$ cat src/rtl/fp_pkg.sv
// Shared binary32 definitions for the FPU iterative units (multiplier and divider).
// Provides field widths, the canonical quiet NaN, operand classification and unpacking.
package fp_pkg;

  localparam int          EXP_BIAS = 127;
  localparam int          EXP_W    = 8;
  localparam int          FRAC_W   = 23;
  localparam logic [31:0] QNAN     = 32'h7FC0_0000;

  typedef enum logic [1:0] {
    FP_ZERO   = 2'd0,
    FP_NORMAL = 2'd1,
    FP_INF    = 2'd2,
    FP_NAN    = 2'd3
  } fp_class_e;

  // Special-case outcome decided once at operand capture.
  typedef enum logic [1:0] {
    SP_NONE = 2'd0,
    SP_NAN  = 2'd1,
    SP_INF  = 2'd2,
    SP_ZERO = 2'd3
  } fp_special_e;

  typedef struct packed {
    logic              sign;
    logic [EXP_W-1:0]  exp;
    logic [FRAC_W-1:0] frac;
    fp_class_e         cls;
  } fp_unpacked_t;

  // Denormals (exp == 0, frac != 0) classify as zero so they flush.
  function automatic fp_unpacked_t fp_unpack(input logic [31:0] v);
    fp_unpacked_t u;
    u.sign = v[31];
    u.exp  = v[30:23];
    u.frac = v[22:0];
    if (u.exp == 8'd0) begin
      u.cls = FP_ZERO;
    end else if (u.exp == 8'hFF) begin
      u.cls = (u.frac == 23'd0) ? FP_INF : FP_NAN;
    end else begin
      u.cls = FP_NORMAL;
    end
    return u;
  endfunction

endpackage

$ cat src/rtl/fp_mul_mant.sv
// Iterative 24x24 shift-add significand multiplier: one multiplier bit per cycle, LSB first.
// A start pulse loads operands; done pulses for one cycle when the product is complete.
module fp_mul_mant #(
  parameter int MANT_STEPS = 24
) (
  input  logic        clk,
  input  logic        rst_n,
  input  logic        start,
  input  logic [23:0] mcand,
  input  logic [23:0] mplier,
  output logic        done,
  output logic [47:0] product
);

  localparam int                CNT_W = $clog2(MANT_STEPS + 1);
  localparam logic [CNT_W-1:0]  LAST  = CNT_W'(MANT_STEPS - 1);

  logic [47:0]      acc_q, acc_d;
  logic [47:0]      mcand_q, mcand_d;
  logic [23:0]      mplier_q, mplier_d;
  logic [CNT_W-1:0] cnt_q, cnt_d;
  logic             busy_q, busy_d;
  logic             done_q, done_d;

  // Next-state for one shift-add step.
  always_comb begin
    acc_d    = acc_q;
    mcand_d  = mcand_q;
    mplier_d = mplier_q;
    cnt_d    = cnt_q;
    busy_d   = busy_q;
    done_d   = 1'b0;
    if (start) begin
      acc_d    = 48'd0;
      mcand_d  = {24'd0, mcand};
      mplier_d = mplier;
      cnt_d    = '0;
      busy_d   = 1'b1;
    end else if (busy_q) begin
      acc_d    = mplier_q[0] ? (acc_q + mcand_q) : acc_q;
      mcand_d  = {mcand_q[46:0], 1'b0};
      mplier_d = {1'b0, mplier_q[23:1]};
      cnt_d    = cnt_q + 1'b1;
      if (cnt_q == LAST) begin
        busy_d = 1'b0;
        done_d = 1'b1;
      end else begin
        busy_d = 1'b1;
      end
    end else begin
      busy_d = 1'b0;
    end
  end

  // Datapath registers with synchronous active-low reset.
  always_ff @(posedge clk) begin
    if (!rst_n) begin
      acc_q    <= 48'd0;
      mcand_q  <= 48'd0;
      mplier_q <= 24'd0;
      cnt_q    <= '0;
      busy_q   <= 1'b0;
      done_q   <= 1'b0;
    end else begin
      acc_q    <= acc_d;
      mcand_q  <= mcand_d;
      mplier_q <= mplier_d;
      cnt_q    <= cnt_d;
      busy_q   <= busy_d;
      done_q   <= done_d;
    end
  end

  assign done    = done_q;
  assign product = acc_q;

endmodule

$ cat src/rtl/fp_mul_seq.sv
// Iterative binary32 multiplier, fixed 26-cycle accept-to-valid latency, valid/ready both sides.
// Define FP_MUL_ROUND_EN for round-to-nearest-even; otherwise results are truncated.
module fp_mul_seq
  import fp_pkg::*;
#(
  parameter int MANT_STEPS = 24
) (
  input  logic        clk,
  input  logic        rst_n,
  input  logic        in_valid,
  output logic        in_ready,
  input  logic [31:0] operand_a,
  input  logic [31:0] operand_b,
  output logic        out_valid,
  input  logic        out_ready,
  output logic [31:0] result
);

  typedef enum logic [1:0] {
    S_IDLE = 2'd0,
    S_MUL  = 2'd1,
    S_NORM = 2'd2,
    S_DONE = 2'd3
  } state_e;

  state_e      state_q, state_d;
  logic        sign_q, sign_d;
  logic [9:0]  exp_q, exp_d;
  fp_special_e special_q, special_d;
  logic [31:0] result_q, result_d;
  logic        out_valid_q, out_valid_d;
  logic        in_ready_q, in_ready_d;

  fp_unpacked_t ua, ub;
  fp_special_e  special_in;
  logic         accept;
  logic         mant_done;
  logic [47:0]  product;
  logic [47:0]  norm;
  logic         round_up;
  logic [24:0]  sig_r;
  logic [9:0]   exp_f;
  logic [31:0]  norm_res;

  assign ua     = fp_unpack(operand_a);
  assign ub     = fp_unpack(operand_b);
  assign accept = in_valid && in_ready_q;

  fp_mul_mant #(.MANT_STEPS(MANT_STEPS)) u_mant (
    .clk     (clk),
    .rst_n   (rst_n),
    .start   (accept),
    .mcand   ({1'b1, ua.frac}),
    .mplier  ({1'b1, ub.frac}),
    .done    (mant_done),
    .product (product)
  );

  // Special-case priority: NaN or 0*Inf, then Inf, then zero.
  always_comb begin
    if ((ua.cls == FP_NAN) || (ub.cls == FP_NAN) ||
        ((ua.cls == FP_ZERO) && (ub.cls == FP_INF)) ||
        ((ua.cls == FP_INF) && (ub.cls == FP_ZERO))) begin
      special_in = SP_NAN;
    end else if ((ua.cls == FP_INF) || (ub.cls == FP_INF)) begin
      special_in = SP_INF;
    end else if ((ua.cls == FP_ZERO) || (ub.cls == FP_ZERO)) begin
      special_in = SP_ZERO;
    end else begin
      special_in = SP_NONE;
    end
  end

  // Normalise so the leading one sits at bit 47, round, then clamp the range.
  always_comb begin
    norm = product[47] ? product : {product[46:0], 1'b0};
`ifdef FP_MUL_ROUND_EN
    round_up = norm[23] & ((|norm[22:0]) | norm[24]);
`else
    round_up = 1'b0;
`endif
    sig_r = {2'b01, norm[46:24]} + {24'd0, round_up};
    exp_f = exp_q + {9'd0, product[47]} + {9'd0, sig_r[24]};
    case (special_q)
      SP_NAN:  norm_res = QNAN;
      SP_INF:  norm_res = {sign_q, 8'hFF, 23'd0};
      SP_ZERO: norm_res = {sign_q, 31'd0};
      default: begin
        if ($signed(exp_f) >= 10'sd255) begin
          norm_res = {sign_q, 8'hFF, 23'd0};
        end else if ($signed(exp_f) < 10'sd1) begin
          norm_res = {sign_q, 31'd0};
        end else begin
          norm_res = {sign_q, exp_f[7:0], sig_r[22:0]};
        end
      end
    endcase
  end

`ifndef FP_MUL_ROUND_EN
  logic discard_unused;
  assign discard_unused = ^norm[23:0];
`endif

  // Sequencer next-state: capture, wait on the mantissa unit, normalise, hold until taken.
  always_comb begin
    state_d     = state_q;
    sign_d      = sign_q;
    exp_d       = exp_q;
    special_d   = special_q;
    result_d    = result_q;
    out_valid_d = out_valid_q;
    in_ready_d  = in_ready_q;
    case (state_q)
      S_IDLE: begin
        if (accept) begin
          state_d    = S_MUL;
          in_ready_d = 1'b0;
          sign_d     = ua.sign ^ ub.sign;
          exp_d      = {2'b00, ua.exp} + {2'b00, ub.exp} - 10'(EXP_BIAS);
          special_d  = special_in;
        end else begin
          state_d = S_IDLE;
        end
      end
      S_MUL: begin
        if (mant_done) begin
          state_d = S_NORM;
        end else begin
          state_d = S_MUL;
        end
      end
      S_NORM: begin
        result_d    = norm_res;
        out_valid_d = 1'b1;
        state_d     = S_DONE;
      end
      S_DONE: begin
        if (out_ready) begin
          out_valid_d = 1'b0;
          in_ready_d  = 1'b1;
          state_d     = S_IDLE;
        end else begin
          state_d = S_DONE;
        end
      end
      default: begin
        state_d     = S_IDLE;
        out_valid_d = 1'b0;
        in_ready_d  = 1'b1;
      end
    endcase
  end

  // State and registered outputs, synchronous active-low reset.
  always_ff @(posedge clk) begin
    if (!rst_n) begin
      state_q     <= S_IDLE;
      sign_q      <= 1'b0;
      exp_q       <= 10'd0;
      special_q   <= SP_NONE;
      result_q    <= 32'd0;
      out_valid_q <= 1'b0;
      in_ready_q  <= 1'b1;
    end else begin
      state_q     <= state_d;
      sign_q      <= sign_d;
      exp_q       <= exp_d;
      special_q   <= special_d;
      result_q    <= result_d;
      out_valid_q <= out_valid_d;
      in_ready_q  <= in_ready_d;
    end
  end

  assign in_ready  = in_ready_q;
  assign out_valid = out_valid_q;
  assign result    = result_q;

endmodule

$ cat config.mk
export PLATFORM = sky130hd
export DESIGN_NAME = fp_mul_seq
export DESIGN_NICKNAME = d
export VERILOG_FILES = /design/src/rtl/fp_pkg.sv /design/src/rtl/fp_mul_mant.sv /design/src/rtl/fp_mul_seq.sv
export SDC_FILE = /design/constraint.sdc
export NUM_CORES = 1
export LEC_CHECK = 0
export ABC_CLOCK_PERIOD_IN_PS = 5300
export CORE_ASPECT_RATIO = 1.75
export CORE_MARGIN = 8
export CORE_UTILIZATION = 55
export CTS_CLUSTER_SIZE = 10
export DETAILED_ROUTE_END_ITERATION = 8
export GPL_TIMING_DRIVEN = 0
export HOLD_SLACK_MARGIN = 0.02
export PLACE_DENSITY_LB_ADDON = 0.3
export SYNTH_ARGS = -nofsm -noshare
export SYNTH_HDL_FRONTEND = slang
export SYNTH_SLANG_ARGS = --single-unit
export TNS_END_PERCENT = 50
$ cat constraint.sdc
create_clock -name clk -period 5.3 [get_ports clk]
set_input_delay 1.06 -clock clk [delete_from_list [all_inputs] [get_ports clk]]
set_output_delay 1.06 -clock clk [all_outputs]
set_load 0.005 [all_outputs]
**Word-level counts from Yosys, hierarchy flattened**

Cells that the tools add are included.

- Add/subtract/negate cells: 5
- Multiply operators: 0
- Divide/modulo/power cells: 0
- Order comparisons: 2
- Equal/unequal tests: 15
- Shifts and indexed selects: 0
- Mux-type cells: 30
- Bitwise gates (word level): 3
- Reductions and logical operators: 24

Operators with widths:

| operator | number |
|---|---|
| $mux 24 | 4 |
| $pmux 32 s3 | 1 |
| $mux 31 | 2 |
| $add 48x48->48 | 1 |
| $mux 47 | 1 |
| $logic_not 23->1 | 2 |
| $mux 2 | 9 |
| $eq 2x2->1 const B | 8 |
| $eq 8x8->1 const B | 2 |
| $logic_not 8->1 | 2 |
| $add 10x1->10 | 1 |
| $ge 10x9->1 const B | 1 |
| $lt 10x2->1 const B | 1 |
| $mux 1 | 10 |
| $sub 9x7->10 const B | 1 |
| $add 8x8->9 | 1 |
| $pmux 2 s4 | 1 |
| $logic_not 2->1 | 3 |
| $reduce_and 2->1 | 3 |
| $reduce_bool 2->1 | 3 |
| $add 5x1->5 const B | 1 |
| $eq 5x5->1 const B | 1 |
| $logic_or 1x1->1 | 5 |
| $eq 2x1->1 const B | 2 |
| other kinds (8) | 13 |

- Flip-flop bits (word level): 176
- Bits in latches: 0
- Bits in writable memories: 0
- Memory bits (read-only): 0
- Bits of input ports: 68
- Output and inout bits: 34
- Word-level logic and storage cells: 93
- Memories: 0

**Longest topological paths before layout**

- Word-level depth: 9
- Mapped depth: 13
- Gate-level depth less buffers: 13

**Modules after synthesis**

A second synthesis with hierarchy kept.

- Cells, all modules: 1335
- Area total of the unflattened synthesis: 11124.4 sq um

Modules (own cells, without submodules):

| module | times used | cells an instance | area each (sq um) | sequential area each (sq um) |
|---|---|---|---|---|
| fp_mul_mant | 1 | 964 | 7753.7 | 2542.4 |
| fp_mul_seq | 1 | 371 | 3370.7 | 980.9 |

**Least setup slack after synthesis**

No wires, ideal clock.

- Path kind: input port to flip-flop
- Start point: input port operand_a[24]
- End point: register exp_q[7]
- Setup time: 0.132 ns
- Arrival time: 2.911 ns
- Required time: 5.168 ns
- Path slack: 2.257 ns
- Stages on the path: 11
- Path buffers: 0
- Cells stage by stage: ha_1 -> ha_1 -> fa_1 -> a21oi_1 -> nor2_1 -> nor2_1 -> nor2b_1 -> o21a_1 -> or3_1 -> nand3_1 -> a21oi_1

- Cells in the longest elaborated chain, start to end: 2

Ends and longest elaborated chain:

| what | line | text |
|---|---|---|
| start: declaration | fp_mul_seq.sv:12 | `input logic [31:0] operand_a,` |
| $add 8x8->9 | fp_mul_seq.sv:120 | `exp_d = {2'b00, ua.exp} + {2'b00, ub.exp} - 10'(EXP_BIAS);` |
| $sub 9x7->10 | fp_mul_seq.sv:120 |  |
| end signal: assignment | fp_mul_seq.sv:168 | `exp_q <= exp_d;` |
| end: declaration | fp_mul_seq.sv:28 | `logic [9:0] exp_q, exp_d;` |

Every way passes these cells.
A chain may end at the register's enable or synchronous reset.

**Final worst setup path**

- Start point: register u_mant.acc_q[0], in the netlist u_mant.product[0]
- End point: register u_mant.acc_q[32], in the netlist u_mant.product[32]

- Cells in the longest elaborated chain, start to end: 1

Ends and longest elaborated chain:

| what | line | text |
|---|---|---|
| start: declaration | fp_mul_mant.sv:18 | `logic [47:0] acc_q, acc_d;` |
| start signal: assignment | fp_mul_mant.sv:58 | `acc_q <= 48'd0;` |
| start signal: assignment | fp_mul_mant.sv:65 | `acc_q <= acc_d;` |
| $add 48x48->48 | fp_mul_mant.sv:40 | `acc_d = mplier_q[0] ? (acc_q + mcand_q) : acc_q;` |

Every way passes these cells.

==> impl_metrics.ini <==
[run_status]
status = finished clean

[clock_network]
clk_pin_slew_worst_paths_ns = 0.07
ctsHoldBuffers = 0
clkSinkCount = 176
htreeDepth = 4
cts-resized-gates = 0
clk_path_buf_depth = 2
cts_setup_buffers = 0
cts_made_buffers = 17
root_buffer = clkbuf_16
clk-insertion-delay-late_ns = 0.45
cts_tree = done

[layout]
postLayoutCoreUtil = 0.652
drive_gt1_frac = 0.0649
fin_nets = 1530
antenna_cells = 0
n_fill_cell = 1691
final_area_um2 = 12300
area_growth_pct = 17.9

[synth]
synth_edf_count = 0
yosys_warnings = 0
synth-seq-cells = 176
syn_nets = 1410
ys.flop_type = dfxtp_1
ys_types = 78
synth_cells = 1271
synthesis.area_um2 = 10500
synth.yosys.seq_area_share = 0.336
syn_area_per_cell_um2 = 8.24
async_reset_ff_frac = 0

[setup_path]
cp-start-kind = flip-flop
r2r_slack_ns = 1.72
ff2ff_path_depth = 11
cp_max_fo = 4
reg2reg_from = u_mant.product[0]$_SDFFE_PP0P_
cp-end-kind = flip-flop
crit_arrival_ns = 3.91
reg2reg_to = u_mant.product[32]$_SDFFE_PP0P_
critical_path_class = reg -> reg
worstPathRequired_ns = 5.63

[global_routing]
overflow = 0
met3_usage = 0.0418
grt-busiest-layer = met2
grt_max_degree = 17
grt_use_met1 = 0.238
grt_pass1_vias = 9865
antenna_found_initial = 0
grtUsageTotal = 0.253
use_met2 = 0.483
grt_pass1_wl_mm = 48.1

[run]
cap_viol_max_count = 0

[drt]
vias_per_cell = 5.90
dr.pass1.iters = 5
routed-via-count = 9697
drtAntennaViolNets = 0
detail_route.wirelength_mm = 29.8
drc = 0
drt_iter0_markers = 503
wl_per_cell_um = 18.1

[timing]
final_max_slew_viol_count = 0
whs_ns = 0.452
rsz0062_at_grt = false
min_period_over_period = 0.675
setup_violations = 0
hold_violations = 0
fin_worst_skew_ns = 0.0113
max_slew_margin = 0.489
tns_ns = 0
fmax_mhz = 280
period_minus_slack_ns = 3.58
tightest_slew_ns = 0.767

[placement]
place.gp.congestion = 0.932
placed_cell_area_um2 = 11800
place_hpwl_mm = 23.4
io_buffers = 101

[power_and_ir_drop]
max-vdd-ir-drop_v = 0.000282
power_density_nw_per_um2 = 250
p_int_mw = 2.25
p_switching_mw = 0.838
switching_share = 0.271
power_mw = 3.09
clockPowerShare = 0.393
combinationalPowerShare = 0.149
p_seq_frac = 0.458
leakage_nw = 4.77

[hold_path]
hold_start = result[16]$_SDFFE_PN0P_
worstHoldEndpoint = result[16]$_SDFFE_PN0P_
hold_path_class = reg -> reg
hold-path-cell-count = 2

[die]
die_w_um = 120
start_util = 0.553
io_pins = 102
core_area_um2 = 18900
die_h_um = 199
rows = 67
dieArea_um2 = 23900
==> through the flow <==
step	cells	setup slack, ns
after floorplan	1271	2.26
after global placement	1613	1.63
after detailed placement	1613	1.59
after CTS	1644	1.79
after global routing	1644	1.46
final	1644	1.72
==> state kept, by name (all words and copies together) (netlist names) <==
register,count
u_mant.mplier_q,24
u_mant.cnt_q,5
u_mant.busy_q,1
out_valid,1
exp_q,10
u_mant.done,1
u_mant.mcand_q,48
in_ready,1
u_mant.product,48
result,32
sign_q,1
state_q,2
special_q,2
==> cells in the final DEF (no fill, tap or decap), drive strengths merged, types with 6 or more instances in the layout <==
| cell | instances |
|---|---|
| a211oi | 56 |
| a21boi | 6 |
| a21o | 25 |
| a21oi | 132 |
| a31oi | 15 |
| and2 | 7 |
| and3 | 15 |
| buf | 24 |
| clkbuf | 75 |
| clkdlybuf4s50 | 102 |
| dfxtp | 176 |
| ha | 69 |
| inv | 25 |
| mux2 | 23 |
| mux2i | 72 |
| nand2 | 159 |
| nand2b | 6 |
| nand3 | 51 |
| nand4 | 20 |
| nor2 | 113 |
| nor3 | 17 |
| nor4 | 14 |
| o21a | 6 |
| o21ai | 56 |
| o21bai | 10 |
| or3 | 7 |
| xnor2 | 32 |
| xor2 | 21 |
==> power groups by stage <==
| stage | Sequential (mW) | Clock [mW] | Combinational [mW] |
|---|---|---|---|
| 3_5_place_dp | 1.44 | 0 | 0.454 |
| 3_3_place_gp | 1.44 | 0 | 0.447 |
| 4_1_cts | 1.41 | 1.23 | 0.459 |
| 6_report | 1.41 | 1.22 | 0.460 |
| 5_1_grt | 1.42 | 1.29 | 0.507 |
| 2_1_floorplan | 1.43 | 0 | 0.313 |
==> cell usage after synthesis, types with 11 or more instances <==
| library cell | instances | area share |
|---|---|---|
| a21o_1 | 23 | 0.016 |
| nand3_1 | 51 | 0.024 |
| mux2i_1 | 72 | 0.069 |
| buf_1 | 12 | 0.0043 |
| inv_1 | 24 | 0.0086 |
| nor4_1 | 14 | 0.0084 |
| a211oi_1 | 55 | 0.039 |
| clkbuf_1 | 53 | 0.019 |
| nand4_1 | 20 | 0.012 |
| a21oi_1 | 130 | 0.062 |
| ha_1 | 69 | 0.082 |
| o21ai_0 | 51 | 0.024 |
| nor3_1 | 17 | 0.0081 |
| xnor2_1 | 32 | 0.027 |
| nand2_1 | 159 | 0.057 |
| xor2_1 | 21 | 0.018 |
| mux2_2 | 23 | 0.025 |
| dfxtp_1 | 176 | 0.34 |
| and3_1 | 11 | 0.0066 |
| nor2_1 | 113 | 0.041 |
| a31oi_1 | 15 | 0.0090 |
==> worst max-delay path by stage <==
stage / startpoint / endpoint / slack [ns]
floorplan: operand_a[24] / exp_q[7]$_SDFFE_PN0P_ / 2.26
global placement: operand_a[24] / exp_q[7]$_SDFFE_PN0P_ / 1.63
detailed placement: operand_a[24] / exp_q[9]$_SDFFE_PN0P_ / 1.59
CTS: u_mant.product[0]$_SDFFE_PP0P_ / u_mant.product[32]$_SDFFE_PP0P_ / 1.79
global route: u_mant.mcand_q[0]$_SDFFE_PN0P_ / u_mant.product[32]$_SDFFE_PP0P_ / 1.46
finish: u_mant.product[0]$_SDFFE_PP0P_ / u_mant.product[32]$_SDFFE_PP0P_ / 1.72
==> cells by family (layout without fill, tap and decap cells) <==
logic type,count (synthesis),count (layout),synth area share
XOR/XNOR,53,53,0.0443
buffers and inverters,104,236,0.0447
AO/OA/AOI/OAI,341,341,0.206
AND/OR/NAND/NOR,431,431,0.189
adder cells (fa/ha/maj),71,71,0.0863
multiplexers,95,95,0.0935
flip-flops,176,176,0.336
==> per-layer routing <==
layer	wire, µm	up-vias
li1	-	4828
met1	10900	4578
met2	16200	206
met3	850	85
met4	1830	0
met5	0	-
==> final cells by class <==
cell class                 instances  area (µm²)  share of cell area
buffer                            79         374              0.0303
clock buffer                      22         474              0.0384
clock inverter                     9        85.1             0.00689
inverter                          25        93.8             0.00760
multi-input combinational        991        6480               0.525
sequential                       176        3520               0.285
tap                              241         302              0.0244
timing repair buffer             101        1010              0.0819
==> critical path, cell delays in order (launching register included) <==
cell,delay (ns)
dfxtp_1,0.32
ha_1,0.22
fa_1,0.41
a21oi_1,0.20
o21ai_1,0.14
a2111oi_2,0.50
o31ai_2,0.19
nor2_1,0.43
o31ai_2,0.19
a211oi_1,0.62
nor3_1,0.08
nand3b_1,0.17
Note: power is estimated with default switching activity, not from simulation.
